--- src/rtl/apb_rambus_bridge.sv ---
// APB3 slave to RamBus master bridge: registered chip-select handshake with ack timeout,
// misaligned-address rejection and a saturating error counter.
module apb_rambus_bridge #(
  parameter int unsigned       ADDR_W         = 14,
  parameter int unsigned       DATA_W         = 32,
  parameter int unsigned       TIMEOUT_CYCLES = 255,
  parameter logic [DATA_W-1:0] ERR_DATA       = 32'hDEADBEEF
) (
  input  logic              clk,
  input  logic              nRst,
  input  logic              PSEL,
  input  logic              PENABLE,
  input  logic              PWRITE,
  input  logic [ADDR_W-1:0] PADDR,
  input  logic [DATA_W-1:0] PWDATA,
  output logic [DATA_W-1:0] PRDATA,
  output logic              PREADY,
  output logic              PSLVERR,
  output logic [ADDR_W-1:0] RamBusAddress,
  output logic [DATA_W-1:0] RamBusDataIn,
  output logic              RamBusnCs,
  output logic              RamBusWrnRd,
  output logic              RamBusLatch,
  input  logic [DATA_W-1:0] RamBusDataOut,
  input  logic              RamBusAck,
  output logic [7:0]        ErrCount
);

  localparam int unsigned CNT_W     = 16;
  localparam int unsigned ERR_CNT_W = 8;

  localparam logic [1:0] IDLE    = 2'd0;
  localparam logic [1:0] ACCESS  = 2'd1;
  localparam logic [1:0] RESP    = 2'd2;
  localparam logic [1:0] RECOVER = 2'd3;

  localparam logic [CNT_W-1:0]     TIMEOUT_LAST = CNT_W'(TIMEOUT_CYCLES - 1);
  localparam logic [ERR_CNT_W-1:0] ERR_MAX      = '1;

  logic [1:0]           state, stateNext;
  logic [CNT_W-1:0]     cnt, cntNext;
  logic                 errFlag, errFlagNext;
  logic [DATA_W-1:0]    prdataNext;
  logic                 preadyNext, pslverrNext;
  logic [ADDR_W-1:0]    addrNext;
  logic [DATA_W-1:0]    dataInNext;
  logic                 nCsNext, wrnRdNext, latchNext;
  logic [ERR_CNT_W-1:0] errCountNext;
  logic                 errCountInc;

  // Next-state and next-output logic; PREADY is raised on the edge that enters RESP.
  always_comb begin
    stateNext    = state;
    cntNext      = cnt;
    errFlagNext  = errFlag;
    prdataNext   = PRDATA;
    preadyNext   = 1'b0;
    pslverrNext  = 1'b0;
    addrNext     = RamBusAddress;
    dataInNext   = RamBusDataIn;
    nCsNext      = RamBusnCs;
    wrnRdNext    = RamBusWrnRd;
    latchNext    = RamBusLatch;
    errCountInc  = 1'b0;
    errCountNext = ErrCount;

    case (state)
      IDLE: begin
        if (PSEL && !PENABLE) begin
          addrNext   = PADDR;
          dataInNext = PWDATA;
          wrnRdNext  = PWRITE;
          if (PADDR[1:0] != 2'b00) begin
            stateNext   = RESP;
            errFlagNext = 1'b1;
            preadyNext  = 1'b1;
            pslverrNext = 1'b1;
            prdataNext  = ERR_DATA;
            errCountInc = 1'b1;
          end else begin
            stateNext   = ACCESS;
            errFlagNext = 1'b0;
            nCsNext     = 1'b0;
            latchNext   = 1'b1;
            cntNext     = '0;
          end
        end
      end
      ACCESS: begin
        cntNext = cnt + CNT_W'(1);
        if (!PSEL) begin
          // Master abandoned the transfer: release the bus and count it as an error.
          stateNext   = RECOVER;
          nCsNext     = 1'b1;
          latchNext   = 1'b0;
          errCountInc = 1'b1;
        end else if (RamBusAck) begin
          stateNext   = RESP;
          nCsNext     = 1'b1;
          latchNext   = 1'b0;
          errFlagNext = 1'b0;
          if (!RamBusWrnRd) prdataNext = RamBusDataOut;
          preadyNext  = PENABLE;
        end else if (cnt == TIMEOUT_LAST) begin
          stateNext   = RESP;
          nCsNext     = 1'b1;
          latchNext   = 1'b0;
          errFlagNext = 1'b1;
          if (PENABLE) begin
            preadyNext  = 1'b1;
            pslverrNext = 1'b1;
            prdataNext  = ERR_DATA;
            errCountInc = 1'b1;
          end
        end
      end
      RESP: begin
        if (PREADY) begin
          stateNext = RECOVER;
        end else if (PENABLE) begin
          preadyNext  = 1'b1;
          pslverrNext = errFlag;
          if (errFlag) begin
            prdataNext  = ERR_DATA;
            errCountInc = 1'b1;
          end
        end
      end
      RECOVER: begin
        // Wait for the previous ack to drop so it cannot complete the next access.
        if (!RamBusAck) stateNext = IDLE;
      end
      default: stateNext = IDLE;
    endcase

    if (errCountInc && (ErrCount != ERR_MAX)) errCountNext = ErrCount + ERR_CNT_W'(1);
  end

  always_ff @(posedge clk or negedge nRst) begin
    if (!nRst) begin
      state         <= IDLE;
      cnt           <= '0;
      errFlag       <= 1'b0;
      PRDATA        <= '0;
      PREADY        <= 1'b0;
      PSLVERR       <= 1'b0;
      RamBusAddress <= '0;
      RamBusDataIn  <= '0;
      RamBusnCs     <= 1'b1;
      RamBusWrnRd   <= 1'b0;
      RamBusLatch   <= 1'b0;
      ErrCount      <= '0;
    end else begin
      state         <= stateNext;
      cnt           <= cntNext;
      errFlag       <= errFlagNext;
      PRDATA        <= prdataNext;
      PREADY        <= preadyNext;
      PSLVERR       <= pslverrNext;
      RamBusAddress <= addrNext;
      RamBusDataIn  <= dataInNext;
      RamBusnCs     <= nCsNext;
      RamBusWrnRd   <= wrnRdNext;
      RamBusLatch   <= latchNext;
      ErrCount      <= errCountNext;
    end
  end

endmodule

--- config.mk ---
export PLATFORM = sky130hd
export DESIGN_NAME = apb_rambus_bridge
export DESIGN_NICKNAME = d
export VERILOG_FILES = /design/src/rtl/apb_rambus_bridge.sv
export SDC_FILE = /design/constraint.sdc
export NUM_CORES = 1
export LEC_CHECK = 0
export CAP_MARGIN = 20
export CORE_MARGIN = 10
export CORE_UTILIZATION = 42
export DETAILED_ROUTE_END_ITERATION = 7
export GPL_ROUTABILITY_DRIVEN = 0
export PLACE_DENSITY_LB_ADDON = 0.08
export SLEW_MARGIN = 20
export SYNTH_ARGS = -nofsm -noshare
export SYNTH_HDL_FRONTEND = slang
export SYNTH_SLANG_ARGS = --single-unit
--- constraint.sdc ---
create_clock -name clk -period 6.1 [get_ports clk]
set_input_delay 0.915 -clock clk [delete_from_list [all_inputs] [get_ports clk]]
set_output_delay 0.915 -clock clk [all_outputs]
set_load 0.05 [all_outputs]
==> flow_summary.ini <==
[worst_setup_path]
crit_path_max_incr_delay_ns = 0.59
crit_path_end_kind = register
crit_chain = clkdlybuf4s50_1, nand3b_1, buf_4, o221ai_1, a22oi_1, nor2_1, mux2_2
path_class = in -> reg
crit_family = buffers and inverters
worstPathMaxFanout = 51
cp_num_buf_inv = 2
start_kind = input pin
slowest_stage = clkdlybuf4s50_1
worstPathRequired_ns = 6.33
arrival_ns = 3.42

[synthesis]
synthCells = 373
synth_ff_type = dfrtp_1
async_flop_share_pct = 100
synthDistinctLibCells = 51
syn_area_per_cell_um2 = 12.8
seq_area_frac_synth_pct = 57.5
syn-num-nets = 465
ys.warnings.count = 0
ys_ff_latch = 110
synth_area_mm2 = 0.00479
synth_edf_count = 0

[route]
drtIter0Drc = 228
routedWlPerCell_um = 18.8
drc = 0
wl_mm = 12.9
dr.pass1.iters = 4
vias = 3617
via_per_inst = 5.25
ant_nets = 0

[timing]
relSlewSlack_pct = 28.2
slew_violations = 0
finalHoldViolCount = 0
tns_ns = 0
tightest_slew_ns = 1.07
hold_slack_ns = 0.490
setup_viol = 0
fin_crit_sh_pct = 52.3
max_freq_mhz = 313
rsz0062_at_grt = false
period_needed_ns = 3.19
fin_skew_ns = 0.00591

[floorplan]
rows = 38
fp.dieH_um = 127
initial_core_util_pct = 43.6
coreArea_mm2 = 0.0110
ios = 175
die_w_um = 127
dieArea_mm2 = 0.0161

[finish]
layout_common_cells = 173 x clkdlybuf4s50_1, 109 x dfrtp_1, 51 x mux2_2
nets = 636
final_common_cell = clkdlybuf4s50_1
area_delta_synth_final_pct = 45.3
antenna_cells = 0
drive_above_1_share_pct = 19.5

[min_path]
hp-class = reg -> reg

[grt]
antenna_found_initial = 0
grt_usage_pct = 16.1
grt_overflow = 0
grt_max_degree = 64
grt_pass1_wl_mm = 20.9
grt_pass1_vias = 3822

[flow_run]
max_cap_viol_count = 0

[clocking]
clk_pin_slew_ns = 0.07
cts_resized = 0
clk_path_buf_depth = 2
hold_buffers = 0
cts_root_buffer = clkbuf_16
cts_buffers = 9
htreeDepth = 3
cts_tree = done
clk_latency_ns = 0.35
cts_sinks = 110
cts_setup_buffers = 0

[status]
outcome = complete, no violations

[power_and_ir_drop]
ir_drop_uv = 346
power_density_mw_per_mm2 = 588
p_leak_nw = 2.85

[placement]
dpl.hpwl_mm = 9.82
io_buffer_count = 174
==> worst paths after layout <==
check	start	slack, ns	cells after the start	to
worst max-delay path	PENABLE	2.91	7	ErrCount[1]
worst min-delay path	PRDATA[5]	0.49	1	PRDATA[5]
worst max register to register	state[1]	3.26	7	ErrCount[6]
worst min register to register	PRDATA[5]	0.49	1	PRDATA[5]
max in group asynchronous	nRst	4.29	2	PRDATA[18]
min in group asynchronous	nRst	0.56	1	PRDATA[6]
==> report_power, final <==
group          total (W)  internal (W)  switching (W)
logic            0.00229      0.000823        0.00147
clock network   0.000619      0.000362       0.000257
registers        0.00119       0.00102       0.000169
total            0.00409       0.00220        0.00189
==> stage by stage <==
| stage | worst slack, ns | power, W | cell area (um^2) | std cells | utilization, % |
|---|---|---|---|---|---|
| 2_1_floorplan | 3.63 | 0.00272 | 4790 | 373 | - |
| 3_3_place_gp | 2.57 | 0.00347 | 6640 | 673 | 60.4 |
| 3_5_place_dp | 2.54 | 0.00351 | 6640 | 673 | 60.4 |
| 4_1_cts | 2.92 | 0.00414 | 6960 | 689 | 63.3 |
| 5_1_grt | 2.65 | 0.00430 | 6960 | 689 | 63.3 |
| 6_report | 2.91 | 0.00409 | 6960 | 689 | 63.3 |
==> state kept, by name (all words and copies together), names as in the netlist <==
signal and count:
PRDATA 32, RamBusDataIn 32, cnt 16, RamBusAddress 14, ErrCount 8, state 2
PREADY 1, PSLVERR 1, RamBusLatch 1, RamBusWrnRd 1, RamBusnCs 1, errFlag 1
==> synthesized netlist by cell type, types with 2 or more instances <==
library cell	instances	area, um^2
nand3_1	9	45.0
nand4_1	4	25.0
xor2_1	6	52.6
o31ai_1	2	15.0
nor3b_1	3	22.5
buf_1	3	11.3
nor3_1	11	55.1
nor4_1	6	37.5
nor2b_1	2	12.5
nand2b_1	6	37.5
a21oi_1	3	15.0
ha_1	8	100
nor2_1	20	75.1
nand2_1	16	60.1
a21o_1	3	22.5
mux2i_1	3	30.0
clkbuf_1	10	37.5
inv_1	10	37.5
o22ai_1	3	18.8
buf_6	4	45.0
a22o_1	12	105
a31oi_1	4	25.0
nor4b_1	2	17.5
o22a_2	24	240
xnor2_1	6	52.6
dfrtp_1	109	2730
mux2_2	51	574
o21ai_0	10	50.1
==> kinds of logic (layout without fill, tap and decap cells) <==
kind of cell	count (synthesis)	in the layout	share of synthesized area (%)
AOI/OAI and AO/OA	72	72	12.6
xor gates and xnor gates	12	12	2.20
adders and majority gates	8	8	2.09
buffers and inverters	27	203	2.74
DFF	110	110	57.5
muxes	54	54	12.6
and+or+nand+nor	90	90	10.2
==> cell type report <==
| cell class | instances | area (um^2) |
|---|---|---|
| Inverter | 10 | 37.5 |
| Sequential cell | 110 | 2750 |
| Fill cell | 911 | 4030 |
| Tap cell | 140 | 175 |
| Clock inverter | 3 | 40.0 |
| Multi-Input combinational cell | 236 | 1910 |
| Timing Repair Buffer | 177 | 1760 |
| Clock buffer | 13 | 280 |
==> routing by layer <==
metal | global-route usage, % | vias up | part of all wire (%)
met3 | 8.12 | 7 | 10
li1 | - | 1706 | -
met1 | 17.6 | 1799 | 38
met2 | 26.7 | 105 | 51
met5 | 0 | - | 0
met4 | 5.22 | 0 | 0.83
(Power assumes the default switching activity.)
